===== src/rtl/seven_segment_pkg.sv =====
// Shared definitions for the multiplexed 7-segment bus.
//   - Bit positions of segments a..g and dp on the 8-bit segment bus.
//   - The 16 hex glyph patterns (abcdefg order, 1 = lit). The display
//     driver uses the same constants.
//   - decode_segments(): abcdefg pattern -> {legal, nibble}.
package seven_segment_pkg;

    localparam int SEG_A  = 7;
    localparam int SEG_B  = 6;
    localparam int SEG_C  = 5;
    localparam int SEG_D  = 4;
    localparam int SEG_E  = 3;
    localparam int SEG_F  = 2;
    localparam int SEG_G  = 1;
    localparam int SEG_DP = 0;

    localparam logic [6:0] PAT_0 = 7'b1111110;
    localparam logic [6:0] PAT_1 = 7'b0110000;
    localparam logic [6:0] PAT_2 = 7'b1101101;
    localparam logic [6:0] PAT_3 = 7'b1111001;
    localparam logic [6:0] PAT_4 = 7'b0110011;
    localparam logic [6:0] PAT_5 = 7'b1011011;
    localparam logic [6:0] PAT_6 = 7'b1011111;
    localparam logic [6:0] PAT_7 = 7'b1110000;
    localparam logic [6:0] PAT_8 = 7'b1111111;
    localparam logic [6:0] PAT_9 = 7'b1111011;
    localparam logic [6:0] PAT_A = 7'b1110111;
    localparam logic [6:0] PAT_B = 7'b0011111;
    localparam logic [6:0] PAT_C = 7'b1001110;
    localparam logic [6:0] PAT_D = 7'b0111101;
    localparam logic [6:0] PAT_E = 7'b1001111;
    localparam logic [6:0] PAT_F = 7'b1000111;

    // Returns {legal, nibble}. Anything outside the glyph table (blank
    // included) decodes to {0, 4'h0}.
    function automatic logic [4:0] decode_segments(input logic [6:0] abcdefg);
        logic [4:0] result;
        result = 5'b0_0000;
        case (abcdefg)
            PAT_0:   result = {1'b1, 4'h0};
            PAT_1:   result = {1'b1, 4'h1};
            PAT_2:   result = {1'b1, 4'h2};
            PAT_3:   result = {1'b1, 4'h3};
            PAT_4:   result = {1'b1, 4'h4};
            PAT_5:   result = {1'b1, 4'h5};
            PAT_6:   result = {1'b1, 4'h6};
            PAT_7:   result = {1'b1, 4'h7};
            PAT_8:   result = {1'b1, 4'h8};
            PAT_9:   result = {1'b1, 4'h9};
            PAT_A:   result = {1'b1, 4'hA};
            PAT_B:   result = {1'b1, 4'hB};
            PAT_C:   result = {1'b1, 4'hC};
            PAT_D:   result = {1'b1, 4'hD};
            PAT_E:   result = {1'b1, 4'hE};
            PAT_F:   result = {1'b1, 4'hF};
            default: result = 5'b0_0000;
        endcase
        return result;
    endfunction

endpackage


===== src/rtl/seven_segment_pattern_decoder.sv =====
// Combinational decode of one 8-bit segment-bus pattern.
//   pattern : a..g on bits 7..1, dp on bit 0
//   legal   : pattern is one of the 16 hex glyphs
//   nibble  : decoded hex value (0 when not legal)
//   dp      : decimal point, passed through regardless of legality
module seven_segment_pattern_decoder
    import seven_segment_pkg::*;
(
    input  logic [7:0] pattern,
    output logic       legal,
    output logic [3:0] nibble,
    output logic       dp
);

    logic [4:0] decoded;

    assign decoded = decode_segments(pattern[SEG_A:SEG_G]);
    assign legal   = decoded[4];
    assign nibble  = decoded[3:0];
    assign dp      = pattern[SEG_DP];

endmodule


===== src/rtl/seven_segment_bus_decoder.sv =====
// Receiver for a multiplexed 7-segment bus. Registers the segment and
// digit-select buses, waits for each scan slot to settle, decodes the
// glyph into a shadow frame and publishes the frame when the scan wraps
// back to a lower-or-equal digit or the bus has been idle long enough.
//   clk, reset_n           : clock, synchronous active-low reset
//   display_led_segments   : a..g on 7..1, dp on 0
//   display_segment_enable : one-hot digit select
//   data / digit_valid / decimal_point / pattern_error : published frame
//   frame_valid            : one-cycle pulse when the frame outputs update
//   select_error           : multi-hot select seen since last publication
module seven_segment_bus_decoder
    import seven_segment_pkg::*;
#(
    parameter int WIDTH_NIBBLES = 6,
    parameter int SETTLE_CYCLES = 4,
    parameter int IDLE_TIMEOUT  = 1024
) (
    input  logic                       clk,
    input  logic                       reset_n,
    input  logic [7:0]                 display_led_segments,
    input  logic [WIDTH_NIBBLES-1:0]   display_segment_enable,
    output logic [4*WIDTH_NIBBLES-1:0] data,
    output logic [WIDTH_NIBBLES-1:0]   digit_valid,
    output logic [WIDTH_NIBBLES-1:0]   decimal_point,
    output logic [WIDTH_NIBBLES-1:0]   pattern_error,
    output logic                       frame_valid,
    output logic                       select_error
);

    localparam int W      = WIDTH_NIBBLES;
    localparam int IDX_W  = (W > 1) ? $clog2(W) : 1;
    localparam int IDLE_W = $clog2(IDLE_TIMEOUT + 1);

    localparam logic [7:0]        SETTLE_MAX = 8'(SETTLE_CYCLES);
    localparam logic [IDLE_W-1:0] IDLE_MAX   = IDLE_W'(IDLE_TIMEOUT);
    localparam logic [W-1:0]      SEL_ONE    = W'(1);

    // Input stage and its one-cycle-old copy used for change detection.
    logic [7:0]        seg_reg, seg_prev_reg;
    logic [W-1:0]      sel_reg, sel_prev_reg;

    logic [7:0]        settle_cnt_reg, settle_cnt_next;
    logic [IDLE_W-1:0] idle_cnt_reg, idle_cnt_next;
    logic              slot_done_reg, slot_done_next;
    logic [IDX_W-1:0]  last_idx_reg;

    logic              bus_changed, sel_changed;
    logic              sel_one_hot, sel_multi_hot;
    logic [IDX_W-1:0]  sel_idx;
    logic              capture_en, frame_wrap, timeout_pub, publish;

    logic              dec_legal, dec_dp;
    logic [3:0]        dec_nibble;

    logic [4*W-1:0]    shadow_data;
    logic [W-1:0]      shadow_valid, shadow_err, shadow_dp, shadow_cap;
    logic              shadow_any;

    seven_segment_pattern_decoder u_pattern_decoder (
        .pattern (seg_reg),
        .legal   (dec_legal),
        .nibble  (dec_nibble),
        .dp      (dec_dp)
    );

    always_comb begin
        bus_changed   = (seg_reg != seg_prev_reg) || (sel_reg != sel_prev_reg);
        sel_changed   = (sel_reg != sel_prev_reg);
        sel_one_hot   = (sel_reg != '0) && ((sel_reg & (sel_reg - SEL_ONE)) == '0);
        sel_multi_hot = (sel_reg != '0) && !sel_one_hot;

        sel_idx = '0;
        for (int i = 0; i < W; i++) begin
            if (sel_reg[i]) begin
                sel_idx = IDX_W'(i);
            end
        end

        if (bus_changed) begin
            settle_cnt_next = 8'd0;
        end else if (settle_cnt_reg == SETTLE_MAX) begin
            settle_cnt_next = SETTLE_MAX;
        end else begin
            settle_cnt_next = settle_cnt_reg + 8'd1;
        end

        if (sel_reg != '0) begin
            idle_cnt_next = '0;
        end else if (idle_cnt_reg == IDLE_MAX) begin
            idle_cnt_next = IDLE_MAX;
        end else begin
            idle_cnt_next = idle_cnt_reg + IDLE_W'(1);
        end

        shadow_any = (shadow_cap != '0);

        // A change of select already forces settle_cnt_next to 0, so a
        // stale slot_done_reg can never block the first capture of a slot.
        capture_en  = (settle_cnt_next == SETTLE_MAX) && sel_one_hot && !slot_done_reg;
        frame_wrap  = capture_en && shadow_any && (sel_idx <= last_idx_reg);
        timeout_pub = (sel_reg == '0) && (idle_cnt_next == IDLE_MAX) && shadow_any;
        publish     = frame_wrap || timeout_pub;

        if (sel_changed) begin
            slot_done_next = 1'b0;
        end else if (capture_en) begin
            slot_done_next = 1'b1;
        end else begin
            slot_done_next = slot_done_reg;
        end
    end

    always_ff @(posedge clk) begin
        if (!reset_n) begin
            seg_reg        <= '0;
            seg_prev_reg   <= '0;
            sel_reg        <= '0;
            sel_prev_reg   <= '0;
            settle_cnt_reg <= '0;
            idle_cnt_reg   <= '0;
            slot_done_reg  <= 1'b0;
            last_idx_reg   <= '0;
        end else begin
            seg_reg        <= display_led_segments;
            seg_prev_reg   <= seg_reg;
            sel_reg        <= display_segment_enable;
            sel_prev_reg   <= sel_reg;
            settle_cnt_reg <= settle_cnt_next;
            idle_cnt_reg   <= idle_cnt_next;
            slot_done_reg  <= slot_done_next;
            if (capture_en) begin
                last_idx_reg <= sel_idx;
            end
        end
    end

    // Per-digit shadow slot. On a wrap the current capture wins over the
    // clear, so it becomes the first digit of the new frame.
    genvar gi;
    generate
        for (gi = 0; gi < W; gi++) begin : g_shadow
            logic [3:0] nibble_reg;
            logic       valid_reg, err_reg, dp_reg, cap_reg;

            always_ff @(posedge clk) begin
                if (!reset_n) begin
                    nibble_reg <= '0;
                    valid_reg  <= 1'b0;
                    err_reg    <= 1'b0;
                    dp_reg     <= 1'b0;
                    cap_reg    <= 1'b0;
                end else if (capture_en && (sel_idx == IDX_W'(gi))) begin
                    nibble_reg <= dec_nibble;
                    valid_reg  <= dec_legal;
                    err_reg    <= !dec_legal;
                    dp_reg     <= dec_dp;
                    cap_reg    <= 1'b1;
                end else if (publish) begin
                    nibble_reg <= '0;
                    valid_reg  <= 1'b0;
                    err_reg    <= 1'b0;
                    dp_reg     <= 1'b0;
                    cap_reg    <= 1'b0;
                end
            end

            assign shadow_data[4*gi +: 4] = nibble_reg;
            assign shadow_valid[gi]       = valid_reg;
            assign shadow_err[gi]         = err_reg;
            assign shadow_dp[gi]          = dp_reg;
            assign shadow_cap[gi]         = cap_reg;
        end
    endgenerate

    always_ff @(posedge clk) begin
        if (!reset_n) begin
            data          <= '0;
            digit_valid   <= '0;
            decimal_point <= '0;
            pattern_error <= '0;
            frame_valid   <= 1'b0;
            select_error  <= 1'b0;
        end else begin
            frame_valid <= publish;
            if (publish) begin
                data          <= shadow_data;
                digit_valid   <= shadow_valid;
                decimal_point <= shadow_dp;
                pattern_error <= shadow_err;
                select_error  <= sel_multi_hot;
            end else begin
                select_error  <= select_error | sel_multi_hot;
            end
        end
    end

endmodule


===== config.mk =====
export PLATFORM = sky130hd
export DESIGN_NAME = seven_segment_bus_decoder
export DESIGN_NICKNAME = d
export VERILOG_FILES = /design/src/rtl/seven_segment_pkg.sv /design/src/rtl/seven_segment_pattern_decoder.sv /design/src/rtl/seven_segment_bus_decoder.sv
export SDC_FILE = /design/constraint.sdc
export NUM_CORES = 1
export LEC_CHECK = 0
export CORE_ASPECT_RATIO = 1.1
export CORE_MARGIN = 2
export CORE_UTILIZATION = 48
export CTS_CLUSTER_DIAMETER = 100
export CTS_CLUSTER_SIZE = 28
export DETAILED_ROUTE_END_ITERATION = 10
export DONT_BUFFER_PORTS = 1
export GPL_ROUTABILITY_DRIVEN = 0
export GPL_TIMING_DRIVEN = 0
export PLACE_DENSITY = 0.67
export RECOVER_POWER = 100
export SLEW_MARGIN = 5
export SYNTH_ARGS = -nofsm -noshare
export SYNTH_HDL_FRONTEND = slang
export SYNTH_SLANG_ARGS = --single-unit

===== constraint.sdc =====
create_clock -name clk -period 4.7 [get_ports clk]
set_clock_uncertainty 0.1 [all_clocks]
set_input_delay 0.235 -clock clk [delete_from_list [all_inputs] [get_ports clk]]
set_output_delay 0.235 -clock clk [all_outputs]
set_load 0.02 [all_outputs]

==> flow_summary_export.csv <==
group,metric,value,unit
critical_path,reg2reg_depth,9,
critical_path,worst-setup-path-type,"register to register",
drt,drt_iter0_drc,325,
cts,insertion_delay,0.43,ns
cts,cts_tree,"built",
place,io_buffers,0,
synth,synth.cell_area,5940,sq um
synth,yosysSeqAreaShare,48.2,%
pwr,p_int,2.29,mW
timing,final-setup-viol-count,0,
synth,yosys.area.top_type,"dfxtp_1",
critical_path,cp-start-kind,"register",
grt,grt-ovfl-total,0,
critical_path,reg2reg_to,"g_shadow[2].valid_reg",
cts,htree_levels,4,
critical_path,required,4.92,ns
synth,avgSynthCellArea,8.72,sq um
worst_hold_path,holdCritStartpoint,"reset_n",
timing,whs,0.331,ns
worst_hold_path,hp-class,"input port to register",
grt,grtUsageTotal,22.3,%
cts,cts.clk_slew.worst_paths,0.06,ns
pwr,power_leakage,2.42,nW
drt,wl_per_cell,16.0,um
floorplan,num_io_pins,60,
drt,drc,0,
cts,cts_hold_buf,14,
timing,finalCritPeriodShare,78.1,%
pwr,clkPwrFrac,53.0,%
synth,synth_edf_count,0,
critical_path,rrSetupSlack,1.03,ns
cts,postCtsSetupRepairBufs,0,
place,place_area,6140,sq um
final_layout,design_area,6860,sq um
critical_path,worst_path_most_repeated_cell,"clkbuf_1",
pwr,switchingPower,0.586,mW
final_layout,diodes,0,
drt,vias_per_cell,5.71,
pwr,peakVddDrop,0.296,mV
floorplan,initial_core_util,49.2,%
cts,clock-sinks,143,
pwr,swShare,20.4,%
synth,post-synth-top-count-cell,"dfxtp_1",
floorplan,die_area,13300,sq um
critical_path,r2r_start,"sel_reg[5]",
pwr,comb_power_share,3.9,%
place,dpl.hpwl,10000,um
timing,finalHoldViolCount,0,
cts,cts_root_buf,"clkbuf_16",
worst_hold_path,hold_depth,3,
drt,ant_nets,0,
synth,synth_top_area_share,48.2,%
floorplan,coreArea,12100,sq um
grt,grt_max_degree,17,
critical_path,max_stage_delay,0.56,ns
synth,syn-instance-count,682,
timing,rsz0062_at_grt,"no",
floorplan,die_h,121,um
synth,synth_cell_type_count,54,
cts,clk_path_buf_depth,2,
run,cap_violations,0,
worst_hold_path,min_to,"slot_done_reg",
synth,yosys_most_used_dff,"dfxtp_1",
grt,antenna_found_initial,0,
final_layout,drive_gt1_share,5.22,%
status,status,"completed",
critical_path,startpoint,"sel_reg[5]",
floorplan,rows,42,
synth,netlist_top_cells_count,"dfxtp_1 (143), o21ai_1 (73), nand2_1 (64)",
final_layout,final_nets,738,
final_layout,syn_to_final_growth,15.4,%
timing,fmax,0.272,GHz
critical_path,cp_max_fo,10,
floorplan,die_w,110,um
timing,maxSlewViolCount,0,
pwr,seqPwrFrac,43.1,%
critical_path,cp_cell_sequence,"clkbuf_1 -> xor2_1 -> nor4_1 -> nand4_1 -> nor4_1 -> clkbuf_1 -> nand3_1 -> clkbuf_1 -> o31ai_1",
cts,cts_made_buffers,17,
timing,period_minus_slack,3.67,ns
grt,grt_pass1_wl,22900,um
cts,ctsResizeCount,0,
synth,synthArstFlopShare,0,%
critical_path,cp-end-kind,"register",
synth,ys_warn_count,0,
grt,grt_pass1_vias,4836,
critical_path,cp.arrival,3.90,ns
synth,synthTopCellsByArea,"dfxtp_1 (48%), o21ai_1 (6.1%), nand4_1 (5.6%), nand3_1 (4.7%), nand2_1 (4.0%)",
drt,routed_wl,14100,um
timing,tightest_slew,0.609,ns
drt,first_pass_iters,5,
synth,syn_nets,705,
synth,ys_seq_elements,143,
timing,setup_tns,0,ns
drt,vias,5040,
critical_path,cp_slowest_cell,"nor4_1",
pwr,powerDensity,419,nW/um^2
timing,slew_headroom,59.1,%
[layer usage]
layer | GRT usage, % | vias to the layer above | routed length [um] | part of all wire, %
met4 | 12.3 | 0 | 340 | 2.4
met3 | 5.50 | 26 | 770 | 5.5
met1 | 25.3 | 2393 | 5930 | 42
met5 | 0 | - | 0 | 0
met2 | 37.8 | 127 | 7060 | 50
li1 | - | 2494 | - | -
[layout make-up]
type | instances | area [sq um]
fillers | 1105 | 5230
flip-flops and latches | 143 | 2860
multi-input cells | 463 | 2690
clock buffers | 22 | 464
plain buffers | 61 | 251
clock inverters | 10 | 208
well taps | 154 | 193
repair buffers | 14 | 140
inverters | 15 | 56.3
[worst max-delay path by stage]
stage	slack [ns]	depth (start not counted)	endpoint
5_1_grt	0.74	15	g_shadow[2].valid_reg
3_3_place_gp	1.55	15	g_shadow[2].err_reg
6_report	1.03	9	g_shadow[2].valid_reg
4_1_cts	1.38	14	data[19]
3_5_place_dp	1.43	14	data[19]
2_1_floorplan	1.96	15	g_shadow[2].err_reg
[worst max-delay path: cells and delay by family, from the launching register on]
family / cells / cell delay [ns]
and+or+nand+nor: 4 / 1.55
buffers and inverters: 3 / 1.13
AOI/OAI and AO/OA: 1 / 0.34
xor gates and xnor gates: 1 / 0.14
DFF: 1 / 0.31
[layout by cell type (no fill, tap or decap), types with 3 or more instances in the layout]
cell type	n
o31ai_1	12
nor4_1	10
and2_0	12
nor3b_1	3
inv_1	15
o21a_1	3
o21ai_1	13
nand4_1	53
dfxtp_1	143
buf_2	6
and2_1	15
clkbuf_1	49
nor3_1	6
dlygate4sd3_1	14
a31oi_1	5
a2bb2o_1	5
clkbuf_16	17
xor2_1	24
buf_1	7
nand2b_1	4
and3_1	4
nor2b_1	6
bufinv_16	6
ha_1	7
nor2_1	39
xnor2_1	9
and4_1	5
a21oi_1	9
o21ai_0	68
nand2_1	66
nand3_1	58
a32oi_1	3
[cell families after synthesis]
group,synth area share [%]
buffers and inverters,5.73
adders and majority gates,1.64
xor gates and xnor gates,4.86
muxes,0.337
DFF,48.2
and+or+nand+nor,25.5
AOI/OAI and AO/OA,13.7
[power by group through the flow]
stage	logic (mW)	clock network, mW	registers (mW)
6_report	0.113	1.52	1.24
3_3_place_gp	0.103	0	1.26
2_1_floorplan	0.0786	0	1.26
5_1_grt	0.126	1.60	1.24
3_5_place_dp	0.106	0	1.26
4_1_cts	0.116	1.54	1.24
[through the flow]
step / worst slack [ns] / utilization, % / power (mW) / cells
2_1_floorplan: 1.96 / - / 1.34 / 682
5_1_grt: 0.735 / 56.8 / 2.96 / 882
3_5_place_dp: 1.43 / 50.8 / 1.37 / 836
6_report: 1.03 / 56.8 / 2.87 / 882
3_3_place_gp: 1.55 / 50.8 / 1.37 / 836
4_1_cts: 1.38 / 57.5 / 2.89 / 882
(Power assumes the default switching activity.)
